$ cat config.mk
export PLATFORM = sky130hd
export DESIGN_NAME = bmp180_sample_collector
export DESIGN_NICKNAME = d
export VERILOG_FILES = /design/src/rtl/bmp180_pkg.sv /design/src/rtl/bmp180_calib_regfile.sv /design/src/rtl/bmp180_sample_collector.sv
export SDC_FILE = /design/constraint.sdc
export NUM_CORES = 1
export LEC_CHECK = 0
export CAP_MARGIN = 30
export CORE_ASPECT_RATIO = 0.9
export CORE_MARGIN = 4
export CORE_UTILIZATION = 40
export CTS_CLUSTER_SIZE = 16
export DETAILED_ROUTE_END_ITERATION = 8
export GPL_TIMING_DRIVEN = 0
export PLACE_DENSITY = 0.69
export SLEW_MARGIN = 0
export SYNTH_ARGS = -nofsm -noshare
export SYNTH_HDL_FRONTEND = slang
export SYNTH_SLANG_ARGS = --single-unit
$ cat constraint.sdc
create_clock -name clk -period 4.25 [get_ports clk]
set_input_delay 0.85 -clock clk [delete_from_list [all_inputs] [get_ports clk]]
set_output_delay 0.85 -clock clk [all_outputs]
set_load 0.1 [all_outputs]
$ cat src/rtl/bmp180_pkg.sv
// Shared types and constants for the BMP180 sample collector: frame type codes,
// expected frame lengths, collector FSM states and small word-level helpers.
package bmp180_pkg;

  typedef enum logic [1:0] {
    FT_ID    = 2'd0,
    FT_CALIB = 2'd1,
    FT_TEMP  = 2'd2,
    FT_PRESS = 2'd3
  } frame_type_e;

  typedef enum logic [1:0] {
    IDLE    = 2'd0,
    COLLECT = 2'd1,
    COMMIT  = 2'd2
  } state_e;

  localparam logic [4:0] LEN_ID    = 5'd1;
  localparam logic [4:0] LEN_CALIB = 5'd22;
  localparam logic [4:0] LEN_TEMP  = 5'd2;
  localparam logic [4:0] LEN_PRESS = 5'd3;

  localparam int CALIB_WORDS = 11;

  function automatic logic [4:0] frame_len(input frame_type_e t);
    case (t)
      FT_ID:    frame_len = LEN_ID;
      FT_CALIB: frame_len = LEN_CALIB;
      FT_TEMP:  frame_len = LEN_TEMP;
      FT_PRESS: frame_len = LEN_PRESS;
      default:  frame_len = LEN_ID;
    endcase
  endfunction

  // An erased or unprogrammed EEPROM word reads as all zeros or all ones.
  function automatic logic word_is_bad(input logic [15:0] w);
    word_is_bad = (w == 16'h0000) || (w == 16'hFFFF);
  endfunction

endpackage

$ cat src/rtl/bmp180_calib_regfile.sv
// 11x16 calibration table (AC1..MD) written one byte lane at a time, with a
// combinational read port and a flag raised when any word looks erased.
module bmp180_calib_regfile
  import bmp180_pkg::*;
(
  input  logic        clk,
  input  logic        clear,
  input  logic        we,
  input  logic [3:0]  widx,
  input  logic        hi,
  input  logic [7:0]  wdata,
  input  logic [3:0]  raddr,
  output logic [15:0] rdata,
  output logic        bad
);

  logic [15:0] mem_r [CALIB_WORDS];

  // byte-lane write port with synchronous clear
  always_ff @(posedge clk) begin
    if (clear) begin
      for (int i = 0; i < CALIB_WORDS; i++) begin
        mem_r[i] <= 16'h0000;
      end
    end else if (we && (widx < 4'(CALIB_WORDS))) begin
      if (hi) begin
        mem_r[widx][15:8] <= wdata;
      end else begin
        mem_r[widx][7:0] <= wdata;
      end
    end
  end

  // combinational read; indices past MD read as zero
  always_comb begin
    rdata = 16'h0000;
    if (raddr < 4'(CALIB_WORDS)) begin
      rdata = mem_r[raddr];
    end else begin
      rdata = 16'h0000;
    end
  end

  // OR-reduction of the per-word erased check
  always_comb begin
    bad = 1'b0;
    for (int i = 0; i < CALIB_WORDS; i++) begin
      bad = bad | word_is_bad(mem_r[i]);
    end
  end

endmodule

$ cat src/rtl/bmp180_sample_collector.sv
// Assembles the BMP180 controller's MSB-first byte stream into chip ID,
// calibration table, raw UT and raw UP, each exposed with valid/bad flags.
module bmp180_sample_collector
  import bmp180_pkg::*;
#(
  parameter int         OSS     = 0,
  parameter logic [7:0] CHIP_ID = 8'h55
) (
  input  logic        clk,
  input  logic        reset,
  input  logic        frame_start,
  input  logic [1:0]  frame_type,
  input  logic [7:0]  byte_in,
  input  logic        byte_valid,
  input  logic [3:0]  calib_addr,
  output logic [15:0] calib_data,
  output logic [7:0]  chip_id,
  output logic        id_valid,
  output logic        id_bad,
  output logic        calib_valid,
  output logic        calib_bad,
  output logic [15:0] ut,
  output logic        ut_valid,
  output logic [18:0] up,
  output logic        up_valid,
  output logic        frame_error,
  output logic        busy
);

  localparam int UP_SHIFT = 8 - OSS;

  state_e      state_r, state_s;
  frame_type_e type_r, cur_type_s;
  logic [4:0]  cnt_r, cur_cnt_s, cnt_s;
  logic [23:0] shift_r;
  logic [18:0] up_s;
  logic        take_s, err_s, commit_s, full_s;
  logic        rf_we_s, rf_bad_s;

  bmp180_calib_regfile u_regfile (
    .clk   (clk),
    .clear (reset),
    .we    (rf_we_s),
    .widx  (cur_cnt_s[4:1]),
    .hi    (~cur_cnt_s[0]),
    .wdata (byte_in),
    .raddr (calib_addr),
    .rdata (calib_data),
    .bad   (rf_bad_s)
  );

  assign up_s = 19'(shift_r >> UP_SHIFT);
  assign busy = (state_r != IDLE);

  // FSM state register
  always_ff @(posedge clk) begin
    if (reset) begin
      state_r <= IDLE;
    end else begin
      state_r <= state_s;
    end
  end

  // next state, byte acceptance and protocol-error decode
  always_comb begin
    state_s    = state_r;
    cur_type_s = type_r;
    cur_cnt_s  = cnt_r;
    take_s     = 1'b0;
    err_s      = 1'b0;
    commit_s   = 1'b0;
    full_s     = (cnt_r == frame_len(type_r));
    if (frame_start) begin
      // a coincident byte becomes byte 0 of the new frame
      cur_type_s = frame_type_e'(frame_type);
      cur_cnt_s  = 5'd0;
      take_s     = byte_valid;
      err_s      = (state_r != IDLE);
      state_s    = COLLECT;
    end else begin
      case (state_r)
        IDLE: begin
          err_s   = byte_valid;
          state_s = IDLE;
        end
        COLLECT: begin
          take_s  = byte_valid && !full_s;
          err_s   = byte_valid && full_s;
          state_s = full_s ? COMMIT : COLLECT;
        end
        COMMIT: begin
          err_s    = byte_valid;
          commit_s = 1'b1;
          state_s  = IDLE;
        end
        default: begin
          state_s = IDLE;
        end
      endcase
    end
    cnt_s   = take_s ? (cur_cnt_s + 5'd1) : cur_cnt_s;
    rf_we_s = take_s && (cur_type_s == FT_CALIB);
  end

  // datapath registers and committed outputs
  always_ff @(posedge clk) begin
    if (reset) begin
      type_r      <= FT_ID;
      cnt_r       <= 5'd0;
      shift_r     <= 24'h000000;
      chip_id     <= 8'h00;
      id_valid    <= 1'b0;
      id_bad      <= 1'b0;
      calib_valid <= 1'b0;
      calib_bad   <= 1'b0;
      ut          <= 16'h0000;
      ut_valid    <= 1'b0;
      up          <= 19'h00000;
      up_valid    <= 1'b0;
      frame_error <= 1'b0;
    end else begin
      type_r      <= cur_type_s;
      cnt_r       <= cnt_s;
      frame_error <= err_s;
      ut_valid    <= commit_s && (type_r == FT_TEMP);
      up_valid    <= commit_s && (type_r == FT_PRESS);
      if (take_s) begin
        shift_r <= {shift_r[15:0], byte_in};
      end
      if (commit_s) begin
        case (type_r)
          FT_ID: begin
            chip_id  <= shift_r[7:0];
            id_valid <= 1'b1;
            id_bad   <= (shift_r[7:0] != CHIP_ID);
          end
          FT_CALIB: begin
            calib_valid <= 1'b1;
            calib_bad   <= rf_bad_s;
          end
          FT_TEMP:  ut <= shift_r[15:0];
          FT_PRESS: up <= up_s;
          default: begin
            ut <= ut;
          end
        endcase
      end else if (frame_start && (cur_type_s == FT_CALIB)) begin
        calib_valid <= 1'b0;
        calib_bad   <= 1'b0;
      end
    end
  end

endmodule

Word-level counts from Yosys, hierarchy flattened
Memory sizes are Yosys's and may differ from the RTL's.
Index checks and enable logic that the tools add are counted.
Storage, ports and cells
  flip-flop bits (word level): 80
  bits in writable memories: 176
  bits of input ports: 18
  output and inout port bits: 67
  memories kept: 1
Memory list
  u_regfile.mem_r: depth 11, bits a word 16, rd ports 12, clocked after Yosys merged registers in 0, write ports 11, RTL line bmp180_calib_regfile.sv:17  | logic [15:0] mem_r [CALIB_WORDS];
Operators by class
  add/sub/neg operators: 1
  $lt $le $gt $ge: 2
  equality and inequality tests: 20
  mux-type cells: 32
  bitwise gates (word level): 11
  reduce and logical (&&, ||, !) cells: 41
Operators with widths (number)
  == test 16 bit (second input constant): 11
  zero test 16 bit: 11
  2-to-1 mux 16 bit: 2
  2-to-1 mux 1 bit: 22
  one-hot mux 5 bit (4 select lines): 1
  OR reduction 16 bit: 1
  logical OR 1 bit: 11
  2-to-1 mux 5 bit: 2
  bitwise OR 1 bit: 10
  < comparator 4 bit (second input constant): 2
  != test 8 x 7 -> 1 bit (second input constant): 1
  AND reduction 2 bit: 4
  logical AND 1 bit: 7
  == test 2 x 1 -> 1 bit (second input constant): 3
  == test 2 bit (second input constant): 3
  2-to-1 mux 2 bit: 3
  adder 5 x 1 -> 5 bit (second input constant): 1
  == test 5 bit: 1
  zero test 2 bit: 2
  2-to-1 mux 4 bit: 1
  nonzero test 2 bit: 2
  OR reduction 3 bit: 1
  != test 2 x 1 -> 1 bit (second input constant): 1
  one-hot mux 1 bit (2 select lines): 1
  other kinds (3): 3

Longest topological paths before layout
Gate-level depths: netlist (run 1).
An unclocked memory read counts as a cell.
  depth after elaboration: 15
  gate-level depth with buffers: 9
  gate-level depth less buffers: 7

Cells and area by module
From an unflattened synthesis (run 1), not the netlist that was laid out.
Second synthesis, totals
  cells, all modules: 1044
  area total of the unflattened synthesis: 11547.3 sq um
Modules (own cells, without submodules)
  bmp180_calib_regfile: instances 1, cells an instance 695, area each 8483.1 sq um
  bmp180_sample_collector: instances 1, cells an instance 349, area each 3064.2 sq um

Worst setup path before layout (run 1)
Ideal clock, no wire load.
  kind: input to output
  start point: in calib_addr[3]
  end point: out calib_data[10]
  data arrival time: 3305 ps
  required time: 3400 ps
  setup slack: 95 ps
  stages on the path: 4
  path buffers: 2
  cells stage by stage: clkbuf_1 > buf_1 > mux2i_1 > o22ai_1
On the way
  cells in the longest elaborated chain, start to end: 2
  elaborated cells between the ends (all ways): 3
  those cells by class: order compare (1); mux (1); memory (1)
Ends and longest elaborated chain
  start: declaration: RTL line bmp180_sample_collector.sv:15  | input logic [3:0] calib_addr,
  memory read (11 x 16 bit) / < comparator 4 bit (equally long branches)
  2-to-1 mux 16 bit (*): RTL line bmp180_calib_regfile.sv:37  | if (raddr < 4'(CALIB_WORDS)) begin
  end: declaration: RTL line bmp180_sample_collector.sv:16  | output logic [15:0] calib_data,
Mark *: on every way between the ends. The rest lies on a longest branch, timed or not.

Worst setup path in the final report (run 1)
  start point: in calib_addr[0]
  end point: out calib_data[13]
Same word-level chain as after synthesis.

==> results of run 1 <==
## repair_timing
action,in CTS,in global routing
hold buffers,0,0
pin swaps,0,0
hold endpoints to repair,0,0
resized for setup,57,21
endpoints found under the setup margin,16,14
cloned,0,0
## sequential cells by signal (all words and copies together) (netlist names)
signal and flops:
state_r 2, ut_valid 1, calib_bad 1, up 16, calib_valid 1, id_valid 1
u_regfile.mem_r 176, cnt_r 5, frame_error 1, chip_id 8, shift_r 24, ut 16
type_r 2, up_valid 1, id_bad 1
## layout by cell type (no fill, tap or decap), types with 3 or more instances in the layout
master and n:
xnor2_1 3, a21oi_1 53, nand2_1 103, or4_1 5
and3_1 9, clkdlybuf4s15_2 5, nand2b_1 50, edfxtp_1 160
ha_1 5, clkdlybuf4s50_1 62, mux2i_1 74, clkbuf_16 27
o21ai_0 16, nand3_1 15, clkinv_1 5, a21o_1 3
nor2_1 182, conb_1 3, nor4_1 53, dfxtp_1 96
and2_1 3, nand4_1 64, inv_1 30, clkinv_2 5
nand3_2 4, mux4_2 32, clkbuf_4 5, bufinv_16 3
buf_2 32, buf_1 3, o22ai_1 16, buf_4 7
clkbuf_1 41, nand4_2 5, nor2b_1 4
## cell families after synthesis
family,Yosys count,synth area share (%)
flops,256,56.6
mux,106,12.3
simple gates,507,21.1
compound gates,103,5.24
buf+inv,107,3.85
other cells,1,0.0316
xor+xnor,4,0.295
fa+ha+maj,5,0.527
## worst max path at each step
stage	startpoint	end	slack [ps]	depth (start not counted)
after floorplan	calib_addr[3]	calib_data[10]	100	4
after global placement	calib_addr[1]	calib_data[7]	-760	7
after detailed placement	calib_addr[1]	calib_data[7]	-790	7
after CTS	calib_addr[0]	calib_data[7]	-40	7
after global routing	calib_addr[0]	calib_data[13]	-4	8
final	calib_addr[0]	calib_data[13]	60	8
## worst register-to-register path: cells and delay by family, from the launching register on
| kind | cells | cell delay [ps] |
|---|---|---|
| flops | 1 | 430 |
| compound gates | 1 | 380 |
| xor+xnor | 1 | 190 |
| simple gates | 3 | 1180 |
| fa+ha+maj | 1 | 300 |
| buf+inv | 2 | 390 |
## cell type report
type | count | area [sq um]
Inverter | 30 | 113
Multi-Input combinational cell | 728 | 4700
Timing Repair Buffer | 80 | 802
Clock inverter | 17 | 159
Buffer | 77 | 354
Tap cell | 396 | 495
Fill cell | 2660 | 15000
Sequential cell | 256 | 6730
Clock buffer | 30 | 687
## per-layer routing
layer | vias to the layer above | track usage (%) | part of all wire (%)
met2 | 523 | 34.7 | 45
met3 | 100 | 5.40 | 10
met1 | 4536 | 29.6 | 41
met5 | - | 0 | 0
met4 | 0 | 6.95 | 3.7
li1 | 4194 | - | -
## per-stage QoR
step / TNS, ps / hold slack [ps] / area, sq um / cells
2_1_floorplan: 0 / 431 / 11900 / 1091
3_3_place_gp: -10220 / 441 / 13200 / 1565
3_5_place_dp: -10780 / 449 / 13200 / 1565
4_1_cts: -39.7 / 460 / 14000 / 1612
5_1_grt: -3.94 / 472 / 14000 / 1614
6_report: 0 / 455 / 14000 / 1614
## report_power, final
part | leakage (uW) | total [uW] | switching [uW] | internal [uW]
Combinational | 0.00200 | 507 | 350 | 158
Clock | 0.000407 | 2310 | 975 | 1330
Sequential | 0.00242 | 2780 | 75.4 | 2710
==> results.txt, run 1 <==
----------------------------------------------------
[Setup path]
  CP Launch Type ... input port
  Slowest stage delay, CP ... 580 ps
  Reg-to-reg slack, setup ... 1050 ps
  CP max FO ... 10
  End of the worst register-to-register path ... u_regfile.mem_r[7][9]$_SDFFCE_PN0P_
  Worst path arrival time ... 3340 ps
  Reg2reg start ... type_r[1]$_SDFF_PP0_
  Number of buffer and inverter instances along the worst setup path ... 4
  CP max stage cell ... clkdlybuf4s18_2
  Cell breakdown of the critical path ... clkdlybuf4s50_1, buf_2, buf_2, mux2i_1, o21ai_0, mux2i_1, o22ai_1, clkdlybuf4s18_2
  Worst reg2reg path depth ... 8
  CP Class ... input port to primary output
  Endpoint type of the worst setup path ... primary output
  Worst path top cell family by delay ... buffers and inverters
  Req. time, crit path ... 3400 ps

[Floorplanning]
  Width of the chip ... 190 microns
  Floorplan die height ... 172 microns
  Count of pins on the block boundary ... 85
  Die area ... 32,500 sq um
  Number of rows in the core area ... 59
  Effective utilization at floorplan ... 40.9%
  Floorplan core area ... 29,100 sq um

[Global routing]
  Initial antenna violation count ... 0
  Global-route wire length before repair ... 54,600 microns
  Number of global-route vias before repair ... 9,125
  Total routing usage reported by global routing ... 21.8%
  Residual overflow from global routing ... 0
  Pin count of the biggest net entering global routing ... 14

[Synth]
  Dominant cells by area after synthesis ... edfxtp_1 40%, dfxtp_1 16%, mux2i_1 6.2%, mux4_2 6.1%, nor2_1 5.7%
  Dominant cell type by area after synthesis ... edfxtp_1
  Post-Synthesis Cells ... 1,089
  Total of flip-flops plus latches after synthesis ... 256
  Dominant register cell in the synthesized netlist ... edfxtp_1
  Post-synth ARST share ... 0%
  Post-synthesis sequential area ratio ... 56.6%
  Proportion of netlist area held by the largest area contributor ... 40.4%
  List of most frequent post-synthesis cells ... 182 x nor2_1, 160 x edfxtp_1, 103 x nand2_1
  Area of the mapped netlist ... 11,900 sq um
  Warnings from Yosys ... 0
  Number of unique standard cell types used by synthesis ... 49
  EDFF count, synth ... 160
  Per-instance average area after synthesis ... 10.9 sq um
  Most common cell in the synthesized netlist ... nor2_1

[Clock network]
  Number of buffers inserted to repair setup after CTS ... 0
  Clock latency on the worst-skew pair ... 540 ps
  CTS Root Cell ... clkbuf_16
  CTS tree ... built
  H-tree depth reported by CTS ... 1
  TritonCTS buffer count ... 27
  Clock input transition at the sequential cells of the worst setup and hold paths ... 60 ps
  Maximum root-to-sink buffer count ... 3
  Sink count of the clock tree ... 256

[Final layout]
  Synthesis-to-finish area growth ... 18.2%
  Final core occ ... 48.3%
  Fraction of final layout cells with drive strength greater than 1 ... 11.7%
  # diodes ... 0
  Net total in the final layout ... 1,223

[STA]
  Unrepaired setup endpoints after global routing ... true
  Final period utilization ... 98.7%
  Slew HR ... 31.6%
  Final Max Slew Viols ... 0
  Actual slew at the worst max-slew pin ... 1020 ps
  Shortest period the worst path allows ... 4190 ps
  Maximum clock frequency ... 238 MHz
  Final count of hold timing violations ... 0
  Setup violation total in the final timing report ... 0
  Max Clock Skew ... 21.6 ps
  Final worst-path setup slack ... 56.0 ps

[Placement]
  Placed wire-length estimate after detailed placement ... 25,900 microns
  Final weighted congestion in routability-driven placement ... 0.966
  IO buf count ... 78
  Worst slack at placement ... -791 ps

[Power]
  Overall power ... 5600 uW
  Pwr dens ... 399 nW/um^2
  Peak supply drop ... 0.000256 V
  Static leakage ... 0.00482 uW

[Drt]
  WL final ... 36,000 microns
  Routed length per instance ... 22.3 microns
  Number of vias per cell after detailed routing ... 5.79
  DR vias ... 9,353
  Number of iterations in the first detailed-routing pass ... 6
  Post-route antenna net violation count ... 0
  Number of violations reported at the end of detailed-routing iteration 0 ... 1,107
  Remaining design rule violation count ... 0

[Worst hold path]
  Worst hold stages ... 2
  Hold Path End ... up[14]$_SDFFE_PP0P_
  Min-Delay Path Class ... register to register
  Worst hold start ... shift_r[22]$_SDFFE_PP0N_

[Outcome]
  Outcome ... finished, final reports clean

[Job]
  Maximum capacitance violations ... 0

----------------------------------------------------
(Power assumes the default switching activity.)
==> run 2: changes to the inputs <==
- CORE_UTILIZATION: 40 -> 55
- PLACE_DENSITY: 0.69 -> 0.77
- clock period: 4.25 -> 4.5 ns (I/O delays scaled with it)
==> run 2 against run 1 <==
  * Sequential share of layout area is 0.27 points higher
  * Routed wire length is 2.2% lower
  * Power is 3.1% lower
  * Non-clock buffer count is 2 lower
==> results.txt, run 2 (synthesis results as in run 1) <==
----------------------------------------------------
[Outcome]
  Outcome ... finished, final reports clean

[STA]
  Slew HR ... 31.9%
  Total Negative Setup Slacks ... 0 ps
  Final period utilization ... 96.9%
  Actual slew at the worst max-slew pin ... 1020 ps
  Unrepaired setup endpoints after global routing ... false
  Final count of hold timing violations ... 0
  Shortest period the worst path allows ... 4360 ps
  Setup violation total in the final timing report ... 0
  Final Max Slew Viols ... 0
  Maximum clock frequency ... 229 MHz
  Max Clock Skew ... 21.4 ps

[Placement]
  IO buf count ... 78
  Placed wire-length estimate after detailed placement ... 25,500 microns
  Final weighted congestion in routability-driven placement ... 0.999
  Cell Count Post-Placement ... 1,455
  Dpl cell area ... 13,000 sq um

[Drt]
  Post-route antenna net violation count ... 0
  DR vias ... 9,391
  Routed length per instance ... 23.4 microns
  Number of iterations in the first detailed-routing pass ... 6
  WL final ... 35,200 microns
  Number of violations reported at the end of detailed-routing iteration 0 ... 1,424
  Number of vias per cell after detailed routing ... 6.25
  Remaining design rule violation count ... 0

[Clock network]
  Post-cts hold buffer count ... 0
  Clock input transition at the sequential cells of the worst setup and hold paths ... 60 ps
  H-tree depth reported by CTS ... 1
  Maximum root-to-sink buffer count ... 3
  Sink count of the clock tree ... 256
  CTS tree ... built
  CTS Root Cell ... clkbuf_16
  Number of buffers inserted to repair setup after CTS ... 0
  Clock latency on the worst-skew pair ... 550 ps
  TritonCTS buffer count ... 26

[Setup path]
  CP Class ... input port to primary output
  Reg-to-reg slack, setup ... 1440 ps
  Worst reg2reg path depth ... 8
  Worst path arrival time ... 3460 ps
  Launch point of the worst path ... calib_addr[1]
  CP Launch Type ... input port
  CP max FO ... 10
  Endpoint type of the worst setup path ... primary output
  Req. time, crit path ... 3600 ps
  Reg2reg start ... type_r[1]$_SDFF_PP0_
  End of the worst register-to-register path ... u_regfile.mem_r[9][5]$_DFFE_PP_

[Global routing]
  Global-route wire length before repair ... 53,500 microns
  Residual overflow from global routing ... 0
  Number of global-route vias before repair ... 9,147
  Total routing usage reported by global routing ... 29.0%
  Initial antenna violation count ... 0
  Pin count of the biggest net entering global routing ... 16

[Worst hold path]
  Worst hold stages ... 2
  Min-Delay Path Class ... register to register
  Hold Path End ... ut[8]$_SDFFE_PP0P_
  Worst hold start ... ut[8]$_SDFFE_PP0P_

[Final layout]
  Multi-input gate area in the final layout ... 4700 sq um
  Registers with the most flip-flops ... u_regfile.mem_r x176, shift_r x24
  Most flop-heavy register ... u_regfile.mem_r
  Total area of sequential cells ... 6730 sq um
  Fraction of final layout cells with drive strength greater than 1 ... 11.8%
  Count of placed standard cells in the final layout, fillers left out ... 1,503
  Leading cell types in the layout, fill and taps excluded ... 182 x nor2_1, 160 x edfxtp_1, 103 x nand2_1
  Flip-flop count of the largest register after layout ... 176
  Fill cell count ... 1,639
  Synthesis-to-finish area growth ... 17.5%
  # diodes ... 0
  Finished layout cell area ... 14,000 sq um
  Net total in the final layout ... 1,220
  Most common cell after layout, fill and taps aside ... nor2_1

[Floorplanning]
  Floorplan die height ... 147 microns
  Floorplan core area ... 21,000 sq um
  Die area ... 24,000 sq um
  Width of the chip ... 163 microns
  Number of rows in the core area ... 50
  Effective utilization at floorplan ... 56.5%
  Count of pins on the block boundary ... 85

[Power]
  Peak supply drop ... 0.000270 V
  Pwr dens ... 389 nW/um^2
  Static leakage ... 0.00483 uW
  Overall power ... 5430 uW

[Job]
  Maximum capacitance violations ... 0

----------------------------------------------------
## run 2: changes by cell type in the layout (fill, tap and decap cells not counted), moves of 2 or more
| cell | previous run | this run |
|---|---|---|
| clkbuf_4 | 5 | 0 |
| clkinv_1 | 5 | 2 |
| clkinv_4 | 0 | 2 |
| clkdlybuf4s15_2 | 5 | 13 |
| buf_16 | 2 | 0 |
| buf_2 | 32 | 29 |
| clkinvlp_4 | 2 | 4 |
| clkinvlp_2 | 2 | 0 |
| bufinv_16 | 3 | 5 |
## run 2: final cells by class
type	count	area share, %
Tap cell	286	2.56
Clock buffer	28	4.71
Inverter	30	0.807
Buffer	77	2.48
Timing Repair Buffer	78	5.63
Multi-Input combinational cell	728	33.7
Clock inverter	20	1.93
Sequential cell	256	48.2
## run 2: worst max path at each step
| stage | slack [ps] | endpoint |
|---|---|---|
| 2_1_floorplan | 250 | calib_data[10] |
| 3_3_place_gp | -540 | calib_data[9] |
| 3_5_place_dp | -550 | calib_data[9] |
| 4_1_cts | 20 | calib_data[9] |
| 5_1_grt | 4 | calib_data[9] |
| 6_report | 140 | calib_data[13] |
## run 2: routing by layer
metal,global-route usage [%],share of wire [%],vias up
met5,0,0,-
met2,42.9,44,592
met3,7.53,11,84
met1,42.4,42,4518
met4,9.27,3.5,0
li1,-,-,4197
## run 2: what timing repair did
| item | 4_1_cts | 5_1_grt |
|---|---|---|
| gates cloned | 0 | 0 |
| endpoints found under the hold margin | 0 | 0 |
| endpoints found under the setup margin | 16 | 11 |
| resized for setup | 46 | 5 |
## run 2: worst max-delay path: stages
cell	delay, ps
clkdlybuf4s50_1	550
buf_1	470
clkbuf_1	420
mux4_2	280
inv_1	40
o22ai_1	200
clkdlybuf4s15_2	590
## run 2: power breakdown
part	leakage (uW)	internal [uW]	switching (uW)
logic	0.00197	150	328
registers	0.00242	2560	74.5
clock network	0.000441	1360	956
## run 2: stage by stage
stage          hold slack [ps]  worst slack, ps  util [%]
2_1_floorplan              431              245         -
3_3_place_gp               444             -539      62.0
3_5_place_dp               449             -551      62.0
4_1_cts                    461             25.0      66.5
5_1_grt                    477             4.33      66.4
6_report                   459              139      66.4
